**src/rtl/ddr_port_arbiter_if.sv**
```systemverilog
// Bus bundle between the requesters, the port arbiter and the LiteDRAM
// native command / write-data port. Requester-side vectors are packed with
// requester k at [k*W +: W].
//   slave  : arbiter view (consumes i_*, drives o_*)
//   master : environment view (drives i_*, consumes o_*)
interface ddr_port_arbiter_if #(
    parameter int NREQ = 2,
    parameter int AW   = 27,
    parameter int DW   = 64,
    parameter int LW   = 8
);
    localparam int SW = (NREQ > 1) ? $clog2(NREQ) : 1;

    // init gate
    logic                 i_init_done;

    // requester command channel
    logic [NREQ-1:0]      i_req_valid;
    logic [NREQ-1:0]      o_req_ready;
    logic [NREQ-1:0]      i_req_we;
    logic [NREQ*AW-1:0]   i_req_addr;
    logic [NREQ*LW-1:0]   i_req_len;

    // requester write-data channel
    logic [NREQ-1:0]      i_wvalid;
    logic [NREQ-1:0]      o_wready;
    logic [NREQ*DW-1:0]   i_wdata;
    logic [NREQ-1:0]      i_wlast;

    // downstream command channel
    logic                 o_cmd_valid;
    logic                 i_cmd_ready;
    logic                 o_cmd_we;
    logic [AW-1:0]        o_cmd_addr;
    logic [LW-1:0]        o_cmd_len;
    logic [SW-1:0]        o_cmd_src;

    // downstream write-data channel
    logic                 o_wvalid;
    logic                 i_wready;
    logic [DW-1:0]        o_wdata;
    logic                 o_wlast;

    // status
    logic [NREQ-1:0]      o_grant;
    logic                 o_err_wlast;

    modport slave (
        input  i_init_done,
        input  i_req_valid, i_req_we, i_req_addr, i_req_len,
        output o_req_ready,
        input  i_wvalid, i_wdata, i_wlast,
        output o_wready,
        output o_cmd_valid, o_cmd_we, o_cmd_addr, o_cmd_len, o_cmd_src,
        input  i_cmd_ready,
        output o_wvalid, o_wdata, o_wlast,
        input  i_wready,
        output o_grant, o_err_wlast
    );

    modport master (
        output i_init_done,
        output i_req_valid, i_req_we, i_req_addr, i_req_len,
        input  o_req_ready,
        output i_wvalid, i_wdata, i_wlast,
        input  o_wready,
        input  o_cmd_valid, o_cmd_we, o_cmd_addr, o_cmd_len, o_cmd_src,
        output i_cmd_ready,
        input  o_wvalid, o_wdata, o_wlast,
        output i_wready,
        input  o_grant, o_err_wlast
    );

endinterface

```
**src/rtl/ddr_port_arbiter.sv**
```systemverilog
// Round-robin arbiter sharing the LiteDRAM command / write-data port between
// NREQ requesters. A grant covers one command plus, for writes, its full
// burst. o_cmd_src tags each command for the read-return demux.
//
// state   | meaning
// --------+----------------------------------------------------------
// S_IDLE  | no owner; picks next valid requester once init is done
// S_CMD   | owner's command presented downstream, waiting for ready
// S_WDATA | owner's write beats forwarded, counting down to last beat
module ddr_port_arbiter #(
    parameter int NREQ = 2,
    parameter int AW   = 27,
    parameter int DW   = 64,
    parameter int LW   = 8
) (
    input  logic                  clk,
    input  logic                  rstn,
    ddr_port_arbiter_if.slave     bus
);
    localparam int SW = (NREQ > 1) ? $clog2(NREQ) : 1;

    typedef enum logic [1:0] {
        S_IDLE  = 2'd0,
        S_CMD   = 2'd1,
        S_WDATA = 2'd2
    } state_t;

    state_t         state_q, state_d;
    logic [SW-1:0]  rr_q, rr_d;
    logic [SW-1:0]  g_q, g_d;
    logic [LW-1:0]  cnt_q, cnt_d;
    logic           err_q, err_d;

    logic           pick_found;
    logic [SW-1:0]  pick_idx;

    logic           sel_we;
    logic [AW-1:0]  sel_addr;
    logic [LW-1:0]  sel_len;
    logic           sel_wvalid;
    logic [DW-1:0]  sel_wdata;
    logic           sel_wlast;

    logic           last_beat;
    logic           w_fire;

    // Round-robin pick: lowest valid index above the pointer wins; otherwise
    // wrap to the lowest valid index at or below it (pointer itself is last).
    always_comb begin
        logic          hi_found;
        logic          lo_found;
        logic [SW-1:0] hi_idx;
        logic [SW-1:0] lo_idx;
        hi_found = 1'b0;
        lo_found = 1'b0;
        hi_idx   = '0;
        lo_idx   = '0;
        for (int i = NREQ - 1; i >= 0; i--) begin
            if (bus.i_req_valid[i]) begin
                if (i > int'(rr_q)) begin
                    hi_found = 1'b1;
                    hi_idx   = SW'(i);
                end else begin
                    lo_found = 1'b1;
                    lo_idx   = SW'(i);
                end
            end
        end
        pick_found = hi_found | lo_found;
        pick_idx   = hi_found ? hi_idx : lo_idx;
    end

    // Select the owner's command and write-data fields.
    always_comb begin
        sel_we     = 1'b0;
        sel_addr   = '0;
        sel_len    = '0;
        sel_wvalid = 1'b0;
        sel_wdata  = '0;
        sel_wlast  = 1'b0;
        for (int i = 0; i < NREQ; i++) begin
            if (g_q == SW'(i)) begin
                sel_we     = bus.i_req_we[i];
                sel_addr   = bus.i_req_addr[i*AW +: AW];
                sel_len    = bus.i_req_len[i*LW +: LW];
                sel_wvalid = bus.i_wvalid[i];
                sel_wdata  = bus.i_wdata[i*DW +: DW];
                sel_wlast  = bus.i_wlast[i];
            end
        end
    end

    assign last_beat = (cnt_q == '0);
    assign w_fire    = (state_q == S_WDATA) && sel_wvalid && bus.i_wready;

    // State, pointer, owner, beat counter and sticky error registers.
    always_ff @(posedge clk or negedge rstn) begin
        if (!rstn) begin
            state_q <= S_IDLE;
            rr_q    <= SW'(NREQ - 1);
            g_q     <= '0;
            cnt_q   <= '0;
            err_q   <= 1'b0;
        end else begin
            state_q <= state_d;
            rr_q    <= rr_d;
            g_q     <= g_d;
            cnt_q   <= cnt_d;
            err_q   <= err_d;
        end
    end

    // Next-state logic: grant, command handshake, burst countdown.
    always_comb begin
        state_d = state_q;
        rr_d    = rr_q;
        g_d     = g_q;
        cnt_d   = cnt_q;
        err_d   = err_q;
        unique case (state_q)
            S_IDLE: begin
                if (bus.i_init_done && pick_found) begin
                    g_d     = pick_idx;
                    rr_d    = pick_idx;
                    state_d = S_CMD;
                end
            end
            S_CMD: begin
                if (bus.i_cmd_ready) begin
                    if (sel_we) begin
                        cnt_d   = sel_len;
                        state_d = S_WDATA;
                    end else begin
                        state_d = S_IDLE;
                    end
                end
            end
            S_WDATA: begin
                if (w_fire) begin
                    cnt_d = cnt_q - 1'b1;
                    // The requester's own last flag is only cross-checked;
                    // the burst length always comes from the counter.
                    if (sel_wlast != last_beat) begin
                        err_d = 1'b1;
                    end
                    if (last_beat) begin
                        state_d = S_IDLE;
                    end
                end
            end
            default: begin
                state_d = S_IDLE;
            end
        endcase
    end

    // Output decode; all data fields are zeroed outside their active state.
    always_comb begin
        bus.o_cmd_valid = 1'b0;
        bus.o_cmd_we    = 1'b0;
        bus.o_cmd_addr  = '0;
        bus.o_cmd_len   = '0;
        bus.o_cmd_src   = '0;
        bus.o_wvalid    = 1'b0;
        bus.o_wdata     = '0;
        bus.o_wlast     = 1'b0;
        bus.o_req_ready = '0;
        bus.o_wready    = '0;
        bus.o_grant     = '0;
        bus.o_err_wlast = err_q;

        if (state_q == S_CMD) begin
            bus.o_cmd_valid = 1'b1;
            bus.o_cmd_we    = sel_we;
            bus.o_cmd_addr  = sel_addr;
            bus.o_cmd_len   = sel_len;
            bus.o_cmd_src   = g_q;
        end

        if (state_q == S_WDATA) begin
            bus.o_wvalid = sel_wvalid;
            bus.o_wdata  = sel_wdata;
            bus.o_wlast  = last_beat;
        end

        for (int i = 0; i < NREQ; i++) begin
            if (g_q == SW'(i)) begin
                if (state_q != S_IDLE) begin
                    bus.o_grant[i] = 1'b1;
                end
                if (state_q == S_CMD) begin
                    bus.o_req_ready[i] = bus.i_cmd_ready;
                end
                if (state_q == S_WDATA) begin
                    bus.o_wready[i] = bus.i_wready;
                end
            end
        end
    end

endmodule

```
**src/flat_wrapper.sv**
```systemverilog
// flat-port wrapper written by rule: the top's interface ports become plain ports
module ddr_port_arbiter_flat 
#(
    parameter int NREQ = 2,
    parameter int AW   = 27,
    parameter int DW   = 64,
    parameter int LW   = 8
)
  (clk, rstn, bus_i_init_done, bus_i_req_valid, bus_i_req_we, bus_i_req_addr, bus_i_req_len, bus_o_req_ready, bus_i_wvalid, bus_i_wdata, bus_i_wlast, bus_o_wready, bus_o_cmd_valid, bus_o_cmd_we, bus_o_cmd_addr, bus_o_cmd_len, bus_o_cmd_src, bus_i_cmd_ready, bus_o_wvalid, bus_o_wdata, bus_o_wlast, bus_i_wready, bus_o_grant, bus_o_err_wlast);
  ddr_port_arbiter_if #(.NREQ(NREQ), .AW(AW), .DW(DW), .LW(LW)) bus_i ();
  input  logic clk;
  input  logic rstn;
  input wire logic [$bits(bus_i.i_init_done)-1:0] bus_i_init_done;
  input wire logic [$bits(bus_i.i_req_valid)-1:0] bus_i_req_valid;
  input wire logic [$bits(bus_i.i_req_we)-1:0] bus_i_req_we;
  input wire logic [$bits(bus_i.i_req_addr)-1:0] bus_i_req_addr;
  input wire logic [$bits(bus_i.i_req_len)-1:0] bus_i_req_len;
  output wire logic [$bits(bus_i.o_req_ready)-1:0] bus_o_req_ready;
  input wire logic [$bits(bus_i.i_wvalid)-1:0] bus_i_wvalid;
  input wire logic [$bits(bus_i.i_wdata)-1:0] bus_i_wdata;
  input wire logic [$bits(bus_i.i_wlast)-1:0] bus_i_wlast;
  output wire logic [$bits(bus_i.o_wready)-1:0] bus_o_wready;
  output wire logic [$bits(bus_i.o_cmd_valid)-1:0] bus_o_cmd_valid;
  output wire logic [$bits(bus_i.o_cmd_we)-1:0] bus_o_cmd_we;
  output wire logic [$bits(bus_i.o_cmd_addr)-1:0] bus_o_cmd_addr;
  output wire logic [$bits(bus_i.o_cmd_len)-1:0] bus_o_cmd_len;
  output wire logic [$bits(bus_i.o_cmd_src)-1:0] bus_o_cmd_src;
  input wire logic [$bits(bus_i.i_cmd_ready)-1:0] bus_i_cmd_ready;
  output wire logic [$bits(bus_i.o_wvalid)-1:0] bus_o_wvalid;
  output wire logic [$bits(bus_i.o_wdata)-1:0] bus_o_wdata;
  output wire logic [$bits(bus_i.o_wlast)-1:0] bus_o_wlast;
  input wire logic [$bits(bus_i.i_wready)-1:0] bus_i_wready;
  output wire logic [$bits(bus_i.o_grant)-1:0] bus_o_grant;
  output wire logic [$bits(bus_i.o_err_wlast)-1:0] bus_o_err_wlast;
  assign bus_i.i_init_done = bus_i_init_done;
  assign bus_i.i_req_valid = bus_i_req_valid;
  assign bus_i.i_req_we = bus_i_req_we;
  assign bus_i.i_req_addr = bus_i_req_addr;
  assign bus_i.i_req_len = bus_i_req_len;
  assign bus_o_req_ready = bus_i.o_req_ready;
  assign bus_i.i_wvalid = bus_i_wvalid;
  assign bus_i.i_wdata = bus_i_wdata;
  assign bus_i.i_wlast = bus_i_wlast;
  assign bus_o_wready = bus_i.o_wready;
  assign bus_o_cmd_valid = bus_i.o_cmd_valid;
  assign bus_o_cmd_we = bus_i.o_cmd_we;
  assign bus_o_cmd_addr = bus_i.o_cmd_addr;
  assign bus_o_cmd_len = bus_i.o_cmd_len;
  assign bus_o_cmd_src = bus_i.o_cmd_src;
  assign bus_i.i_cmd_ready = bus_i_cmd_ready;
  assign bus_o_wvalid = bus_i.o_wvalid;
  assign bus_o_wdata = bus_i.o_wdata;
  assign bus_o_wlast = bus_i.o_wlast;
  assign bus_i.i_wready = bus_i_wready;
  assign bus_o_grant = bus_i.o_grant;
  assign bus_o_err_wlast = bus_i.o_err_wlast;
  ddr_port_arbiter #(.NREQ(NREQ), .AW(AW), .DW(DW), .LW(LW)) u_core (.clk(clk), .rstn(rstn), .bus(bus_i));
endmodule
```
**config.mk**
```make
export PLATFORM = sky130hd
export DESIGN_NAME = ddr_port_arbiter_flat
export DESIGN_NICKNAME = d
export VERILOG_FILES = /design/src/rtl/ddr_port_arbiter_if.sv /design/src/rtl/ddr_port_arbiter.sv /design/src/flat_wrapper.sv
export SDC_FILE = /design/constraint.sdc
export NUM_CORES = 1
export LEC_CHECK = 0
export CORE_AREA = 2 2 125 127
export DETAILED_ROUTE_END_ITERATION = 10
export DIE_AREA = 0 0 127 129
export PLACE_DENSITY = 0.58
export SLEW_MARGIN = 20
export SYNTH_ARGS = -nofsm -noshare
export SYNTH_HDL_FRONTEND = slang
export SYNTH_SLANG_ARGS = --single-unit
```
**constraint.sdc**
```tcl
create_clock -name clk -period 1.8 [get_ports clk]
set_clock_uncertainty 0.2 [all_clocks]
set_input_delay 0.18 -clock clk [delete_from_list [all_inputs] [get_ports clk]]
set_output_delay 0.18 -clock clk [all_outputs]
set_load 0.005 [all_outputs]
```
* Yosys cells after proc, flatten, opt, wreduce, memory -nomap -nowiden
Index checks and enable logic that the tools add are counted.
** Word-level totals
- Flip-flop bits (word level) :: 13
- Input bits :: 211
- Output and inout port bits :: 111
- Logic and storage cells :: 67
** Cells by class
- $add $sub $neg :: 1
- $lt $le $gt $ge :: 1
- Equality and inequality tests :: 8
- Multiplexer cells :: 40
- Bitwise logic cells :: 1
- Reduce and logical (&&, ||, !) cells :: 11
** Operators with widths (count)
- $mux 64 :: 2
- $mux 27 :: 2
- $mux 8 :: 5
- $mux 1 :: 24
- $pmux 8 s2 :: 1
- $mux 2 :: 5
- $logic_not 8->1 :: 1
- $ne 2x1->1 const B :: 4
- $reduce_and 4->1 :: 2
- $sub 8x1->8 const B :: 1
- $pmux 2 s3 :: 1
- $reduce_bool 2->1 :: 2
- $logic_and 1x1->1 :: 3
- $reduce_and 3->1 :: 1
- $eq 2x1->1 const B :: 1
- $eq 2x2->1 const B :: 1
- $logic_not 2->1 :: 1
- $ne 2x2->1 const B :: 1
- $reduce_and 2->1 :: 1
- $gt 1x1->1 const A :: 1
- $ne 1x1->1 :: 1
- $or 1x1->1 :: 1

* Longest topological paths before layout
Gate-level depths: netlist of run 1.
- Word-level depth :: 8
- Gate-level depth with buffers :: 6
- Depth with buffers taken out :: 6

* Worst setup path before layout of run 1
Ideal clock, no wire load.
- Path type :: register to register
- Start point :: register u_core.cnt_q[0]
- End point :: register u_core.cnt_q[6]
- Library setup time :: 0.121 ns
- Arrival time :: 1.540 ns
- Slack :: -0.061 ns
- Cell stages (with the launch flop) :: 7
- Path buffers :: 0
- Period minus slack after synthesis :: 1.861 ns
- Path through :: dfrtp_1 > inv_1 > ha_1 > or3b_1 > nor3_1 > o21ai_1 > a22o_1
** Between the ends
- Word-level cells in the longest chain between the ends :: 3
** Ends and longest elaborated chain
- start: declaration :: RTL line ddr_port_arbiter.sv:31 : logic [LW-1:0] cnt_q, cnt_d;
- start signal: assignment :: RTL line ddr_port_arbiter.sv:108 : cnt_q <= cnt_d;
- $sub 8x1->8 :: RTL line ddr_port_arbiter.sv:140 : cnt_d = cnt_q - 1'b1;
- $mux 8 :: RTL line ddr_port_arbiter.sv:139 : if (w_fire) begin
- $pmux 8 s2 :: RTL line ddr_port_arbiter.sv:120 : unique case (state_q)
Every way passes these cells. The select of a mux whose other input is x is not followed.
A chain may end at the register's enable or synchronous reset.

* Worst setup path in the final report of run 1
- Start point :: register u_core.g_q
- End point :: register u_core.cnt_q[6]
** Between the ends
- Word-level cells in the longest chain between the ends :: 5
- Elaborated cells between the ends (all ways) :: 11
- Classes of those cells :: eq/ne: 2; mux: 6; reduce/logical: 3
** Ends and longest elaborated chain
- start: declaration :: RTL line ddr_port_arbiter.sv:30 : logic [SW-1:0] g_q, g_d;
- start signal: assignment :: RTL line ddr_port_arbiter.sv:107 : g_q <= g_d;
- $mux 1 :: RTL line ddr_port_arbiter.sv:82 : if (g_q == SW'(i)) begin
- $logic_and 1x1->1 (2 in a row) :: RTL line ddr_port_arbiter.sv:94 : assign w_fire = (state_q == S_WDATA) && sel_wvalid && bus.i_wready;
- $ne 2x1->1 (no source line)
- $reduce_and 4->1 (no source line)
Parallel ways exist; a longest one is shown, timed or not. The select of a mux whose other input is x is not followed.

==> reports/metrics.cfg, run 1 <==
[layout]
nFillCells=1511
area_growth_pct=170
drive_gt1_share_pct=32.4
fin_nets=917
diodes=0
fin_area_um2=6380

[drt]
met3_length_um=1060
viasPerCell=4.25
drt_iter0_drc=94
wl_met1_um=5420
top_layer=met4
drt_first_pass_iters=4
wl_met2_um=7250
drc_errors=0
vias=3785
wl_um=13900
drt-wirelength-per-cell_um=15.5
ant_nets=0

[synthesis]
syn_nets=533
synth_ff_type=dfrtp_1
ys_warn_count=0
yosysTopAreaCellShare_pct=43.2
synth-seq-area-share_pct=13.8
synth_cells=320
post_synth.cell_area_avg_um2=7.39
synth_top_cell_by_area=mux2i_1
ys_ff_latch=13
synth_cell_types=41
synthArstFlopShare_pct=100
synth_edf_count=0
syn-cell-area_um2=2360
synth_area_leaders=mux2i_1, nor2_1, dfrtp_1, buf_2, buf_4

[sta]
worst_pin_slew_ns=0.405
min_period_over_period_pct=111
relSlewSlack_pct=72.9
timing.fmax_mhz=501
rsz0062_at_grt=true
finalHoldViolations=0
fin_ws_ns=-0.195
period_minus_slack_ns=2.00
finalSetupViolCount=104
drv_slew=0

[die]
dieArea_um2=16400
core-area_um2=15000
die_h_um=129
ioPinCount=322
die_w_um=127
initial_utilization_pct=15.8
rows=45

[power]
p_sw_w=0.00296
p_per_area_nw_per_um2=1180
cellInternalPower_w=0.00457
ir_drop_mv=0.740
seqPwrFrac_pct=7.6
p_total_w=0.00753
combinationalPowerShare_pct=86.8
p_leak_nw=3.08
clkPwrFrac_pct=5.6
p_sw_share_pct=39.3

[placement]
dpl.hpwl_um=10600
routabilityCongestion=0.816
dpl_cell_area_um2=6130
portBuffers=321

[critical_path]
crit_fanout=8
required_ns=1.73
worstPathArrival_ns=1.92
crit_path_start_kind=register
cp-end-kind=register
critical_path_class=register to register

[clock_tree]
clock-sinks=13
clockBufferDepth=2
cts_hold_buf=0
cts_tree=done
cts-buffers-inserted=3
clk_pin_slew_ns=0.05
root_buffer=clkbuf_16
htreeDepth=1
clock_latency_ns=0.24

[job]
cap_violations=0

[grt]
grt_pass1_vias=3761
overflow=0
antenna_found_initial=0
grt_usage_pct=15.4
grt_start_max_net_pins=38
grt_first_pass_wirelength_um=20300

[run_status]
violations=negative setup slack
outcome=complete, but fails checks

[hold_path]
hold_class=primary input to async pin

## flip-flops by register name, summed over array words and instances, names as in the netlist
register                cells
u_core.g_q                  1
u_core.state_q              2
u_core.cnt_q                8
u_core.rr_q                 1
u_core.bus.o_err_wlast      1
## synth_stat cells (2+ instances only)
library cell and n:
o21ai_0 9, buf_1 3, o21ai_1 2, a21oi_1 6, mux2i_1 102, nor2_1 109
buf_6 2, buf_4 8, and3_1 3, nand3b_1 2, buf_2 12, a22o_1 2
inv_1 4, ha_1 2, nor2b_1 2, nand2_1 12, nor3_1 2, dfrtp_1 12
nand2b_1 2, nand3_1 3
## kinds of logic after synthesis
logic type                 Yosys count  synth area share [%]
AOI/OAI and AO/OA                   30                  8.52
xor gates and xnor gates             1                 0.371
adders and majority gates            2                  1.06
buffers and inverters               30                  7.31
DFF                                 13                  13.8
muxes                              104                  44.6
and+or+nand+nor                    140                  24.3
## worst paths after layout
check                      slack, ns  depth (start not counted)                                from                                 end
min in group clk                0.28                          1  u_core.bus.o_err_wlast$_DFFE_PN0P_  u_core.bus.o_err_wlast$_DFFE_PN0P_
max reg2reg                    -0.20                          6              u_core.g_q$_DFFE_PN0P_         u_core.cnt_q[6]$_DFFE_PN0P_
min                             0.05                          2                                rstn       u_core.state_q[1]$_DFFE_PN0P_
max                            -0.20                          6              u_core.g_q$_DFFE_PN0P_         u_core.cnt_q[6]$_DFFE_PN0P_
min reg2reg                     0.28                          1  u_core.bus.o_err_wlast$_DFFE_PN0P_  u_core.bus.o_err_wlast$_DFFE_PN0P_
max in group asynchronous       1.11                          2                                rstn             u_core.rr_q$_DFFE_PN1P_
## stage by stage
stage / hold slack [ns] / setup WS, ns / utilization, % / instances / TNS (ns)
finish: 0.0480 / -0.195 / 42.6 / 891 / -10.17
global route: 0.0686 / -0.272 / 42.6 / 891 / -16.66
CTS: 0.0583 / -0.171 / 41.6 / 881 / -8.58
detailed placement: 0.269 / -0.237 / 40.9 / 850 / -12.09
global placement: 0.265 / -0.229 / 40.9 / 850 / -10.87
floorplan: -0.316 / 0.0109 / - / 320 / 0
## area by class of cell
| type | count | area (um2) | share of cell area [%] |
|---|---|---|---|
| Clock buffer | 4 | 78.8 | 1.24 |
| Sequential cell | 13 | 330 | 5.18 |
| Timing Repair Buffer | 405 | 3650 | 57.2 |
| Tap cell | 188 | 235 | 3.69 |
| Inverter | 4 | 15.0 | 0.235 |
| Multi-Input combinational cell | 277 | 2070 | 32.4 |
## per-layer routing
metal	global-route usage (%)	vias up
met3	3.78	8
met5	0	-
li1	-	1876
met1	18.2	1745
met4	2.20	0
met2	28.9	156
## worst max-delay path, cell delays in order (launching register included)
cell and delay, ns:
dfrtp_4 0.53, buf_12 0.15, buf_12 0.13, mux2i_4 0.20, o22ai_4 0.32, o21ai_1 0.13
a22o_1 0.22
## placed cells by master, fill, tap and decap left out, types with 3 or more instances in the layout
master	instances
a21oi_1	6
and3_1	3
buf_12	11
buf_16	5
buf_2	105
buf_4	48
buf_6	16
clkbuf_16	5
clkbuf_2	3
clkdlybuf4s50_1	211
dfrtp_1	11
inv_1	3
mux2i_1	87
mux2i_2	4
mux2i_4	12
nand2_1	12
nand3_1	3
nor2_1	105
o21ai_0	6
o21ai_1	4
## power by group through the flow
stage               logic (W)  clock network [W]  registers, W
finish                0.00653           0.000425      0.000573
global route          0.00701           0.000448      0.000591
floorplan             0.00261                  0      0.000555
CTS                   0.00627           0.000436      0.000571
detailed placement    0.00561                  0      0.000561
global placement      0.00554                  0      0.000554
## repair_timing
action | in CTS | in global routing
buffers inserted | 23 | 12
pin swaps | 22 | 32
setup endpoints to repair | 118 | 119
resized for setup | 461 | 37
cloned | 5 | 2
Power figures use the tool's default switching activity.
==> inputs of run 2 (changes only) <==
--- a/config.mk
+++ b/config.mk
@@ -9,7 +9,6 @@
 export DETAILED_ROUTE_END_ITERATION = 10
 export DIE_AREA = 0 0 127 129
 export PLACE_DENSITY = 0.58
-export SLEW_MARGIN = 20
 export SYNTH_ARGS = -nofsm -noshare
 export SYNTH_HDL_FRONTEND = slang
 export SYNTH_SLANG_ARGS = --single-unit
==> results of run 2 <==
Final layout, timing and power as in run 1 (identical DEF).
==> inputs of run 3 (changes only) <==
--- a/config.mk
+++ b/config.mk
@@ -5,7 +5,9 @@
 export SDC_FILE = /design/constraint.sdc
 export NUM_CORES = 1
 export LEC_CHECK = 0
+export ABC_AREA = 1
 export CORE_AREA = 2 2 125 127
+export CTS_CLUSTER_SIZE = 30
 export DETAILED_ROUTE_END_ITERATION = 10
 export DIE_AREA = 0 0 127 129
 export PLACE_DENSITY = 0.58
==> run 3 against run 2 <==
  * The flow still finishes with violations (negative setup slack)
  * Critical path type is now register to output pin
  * Die area stayed put
  * Count of clock-buffer cells in the layout is 1 lower
  * Maximum frequency is 2.7% lower
  * Non-clock buffer count is 15 higher
  * Largest power group unchanged
  * Sequential share of layout area is 0.63 points lower
  * Core utilization is 5.9 points higher
  * Synthesized area is 1.2% higher
  * Register-to-register slack better by 0.095 ns
  * Wire length is 26% higher
  * Clock power hardly changed
==> reports/metrics.cfg, run 3 <==
[run_status]
outcome=complete, but fails checks
violations=negative setup slack

[layout]
drive_gt1_share_pct=40.8
fin_nets=1076
largest_register_ffs=8
area_growth_pct=204
final_cell_mix=clkdlybuf4s50_1, nand2_1, buf_2, a21oi_1, a21oi_2
regMostFlops=u_core.cnt_q
diodes=0
top_regs=u_core.cnt_q: 8 flops, u_core.state_q: 2 flops
fin_area_um2=7260
final_util_pct=48.5
layout_commonest_cell=clkdlybuf4s50_1

[synthesis]
synth_area_leaders=nand2_1, a21oi_1, dfrtp_1, nor2_1, buf_2
synth.top_cells.by_count=nand2_1, a21oi_1, nor2_1
synth_top_cell_by_area=nand2_1
yosysMostFrequentCell=nand2_1
synthArstFlopShare_pct=100
post_synth.cell_area_avg_um2=5.03
synth_ff_type=dfrtp_1
yosysTopAreaCellShare_pct=36.1
syn-cell-area_um2=2390
ys_ff_latch=13
synth-seq-area-share_pct=13.7
ys_warn_count=0
syn_nets=688
synth_edf_count=0
synth_cells=475
synth_cell_types=26

[clock_tree]
root_buffer=clkbuf_16
clockBufferDepth=2
cts_hold_buf=0
clk_pin_slew_ns=0.05
clock-sinks=13
cts-buffers-inserted=3
htreeDepth=1
clock_latency_ns=0.24
cts_tree=done

[sta]
timing.fmax_mhz=488
period_minus_slack_ns=2.05
worst_pin_slew_ns=0.309
finalHoldViolations=0
relSlewSlack_pct=79.3
drv_slew=0
fin_ws_ns=-0.251
finalSetupViolCount=111
rsz0062_at_grt=true
min_period_over_period_pct=114
hold_slack_ns=0.0385

[critical_path]
crit_fanout=7
crit_path_start_kind=register
reg2regPathDepth=10
reg2reg_slack_ns=-0.10
cp-end-kind=output pin
worstPathArrival_ns=1.67
cpMostUsedCell=buf_12
cp_slowest_cell=dfrtp_4
critical_path_class=register to output pin
required_ns=1.42
cp_cell_sequence=buf_12 > buf_12 > buf_12 > buf_8 > buf_16 > nand2_4 > a21oi_2 > buf_2
slowest_delay_ns=0.51

[drt]
wl_met2_um=8800
viasPerCell=4.34
drt-wirelength-per-cell_um=16.7
ant_nets=0
top_layer=met4
vias=4553
wl_um=17500
drc_errors=0
drt_first_pass_iters=4
drt_iter0_drc=149
met3_length_um=1200
wl_met1_um=7220

[grt]
grt_start_max_net_pins=31
grt_pass1_vias=4317
grt_usage_pct=18.7
grt_first_pass_wirelength_um=24300
overflow=0
antenna_found_initial=0

[die]
ioPinCount=322
initial_utilization_pct=16.0
die_h_um=129
dieArea_um2=16400
rows=45
core-area_um2=15000
die_w_um=127

[job]
cap_violations=0

[placement]
routabilityCongestion=0.843
portBuffers=321
dpl.hpwl_um=11600
dpl_cell_area_um2=6100

[power]
p_per_area_nw_per_um2=1180
p_leak_nw=3.44
ir_drop_mv=0.728

[hold_path]
hold_class=primary input to async pin

## run 3: changes by cell type after synthesis, moves of 6 or more
| cell | delta |
|---|---|
| a21oi_1 | +87 |
| buf_2 | +6 |
| clkbuf_1 | +8 |
| inv_1 | +17 |
| mux2i_1 | -97 |
| nand2_1 | +218 |
| nand3_1 | +13 |
| nor2_1 | -82 |
## run 3: final cells by class
cell class / count / area [um2]
clock inverters: 1 / 5.00
clock buffers: 3 / 75.1
repair buffers: 420 / 4070
inverters: 22 / 95.1
multi-input cells: 403 / 2450
fillers: 1498 / 7710
well taps: 188 / 235
flip-flops and latches: 13 / 330
## run 3: repair_timing
| action | 4_1_cts | 5_1_grt |
|---|---|---|
| gates cloned | 14 | 6 |
| gates resized for setup | 571 | 108 |
| buffers inserted | 29 | 8 |
| pin swaps | 30 | 34 |
| endpoints found under the hold margin | 0 | 0 |
| endpoints found under the setup margin | 117 | 116 |
## run 3: where the power goes
group	internal [W]	total, W	switching, W
Sequential	0.000414	0.000497	0.0000829
Clock	0.000296	0.000424	0.000128
Combinational	0.00416	0.00768	0.00352
## run 3: stage by stage
step	TNS (ns)	setup WS, ns	total power [W]	instances
final	-9.99	-0.251	0.00860	1050
after CTS	-10.05	-0.229	0.00799	1043
after global placement	-15.11	-0.284	0.00576	996
after detailed placement	-16.27	-0.317	0.00574	996
after floorplan	0	0.318	0.00281	475
after global routing	-15.71	-0.275	0.00919	1050
## run 3: critical path, delay by kind of cell, from the launching register on
kind                   cells  cell delay [ns]
AO/OA/AOI/OAI              1             0.05
flip-flops                 1             0.51
AND/OR/NAND/NOR            1             0.06
buffers and inverters      6             0.80
## run 3: logic make-up after synthesis
logic type | synth area share, %
buf+inv | 12.6
simple gates | 47.3
xor+xnor | 0.366
mux | 2.09
flops | 13.7
compound gates | 23.0
fa+ha+maj | 1.05
## run 3: routing by layer
layer	GRT usage [%]	vias to the layer above
met5	0	-
met4	3.56	0
met3	4.41	21
met2	34.0	158
met1	22.8	2068
li1	-	2306
## run 3: path summary, 6_finish.rpt
path	start	end
setup / recovery	u_core.g_q$_DFFE_PN0P_	bus_o_wdata[32]
hold / removal	rstn	u_core.bus.o_err_wlast$_DFFE_PN0P_
setup reg to reg	u_core.g_q$_DFFE_PN0P_	u_core.cnt_q[6]$_DFFE_PN0P_
hold reg to reg	u_core.rr_q$_DFFE_PN1P_	u_core.rr_q$_DFFE_PN1P_
max in group asynchronous	rstn	u_core.rr_q$_DFFE_PN1P_
min in group clk	u_core.rr_q$_DFFE_PN1P_	u_core.rr_q$_DFFE_PN1P_
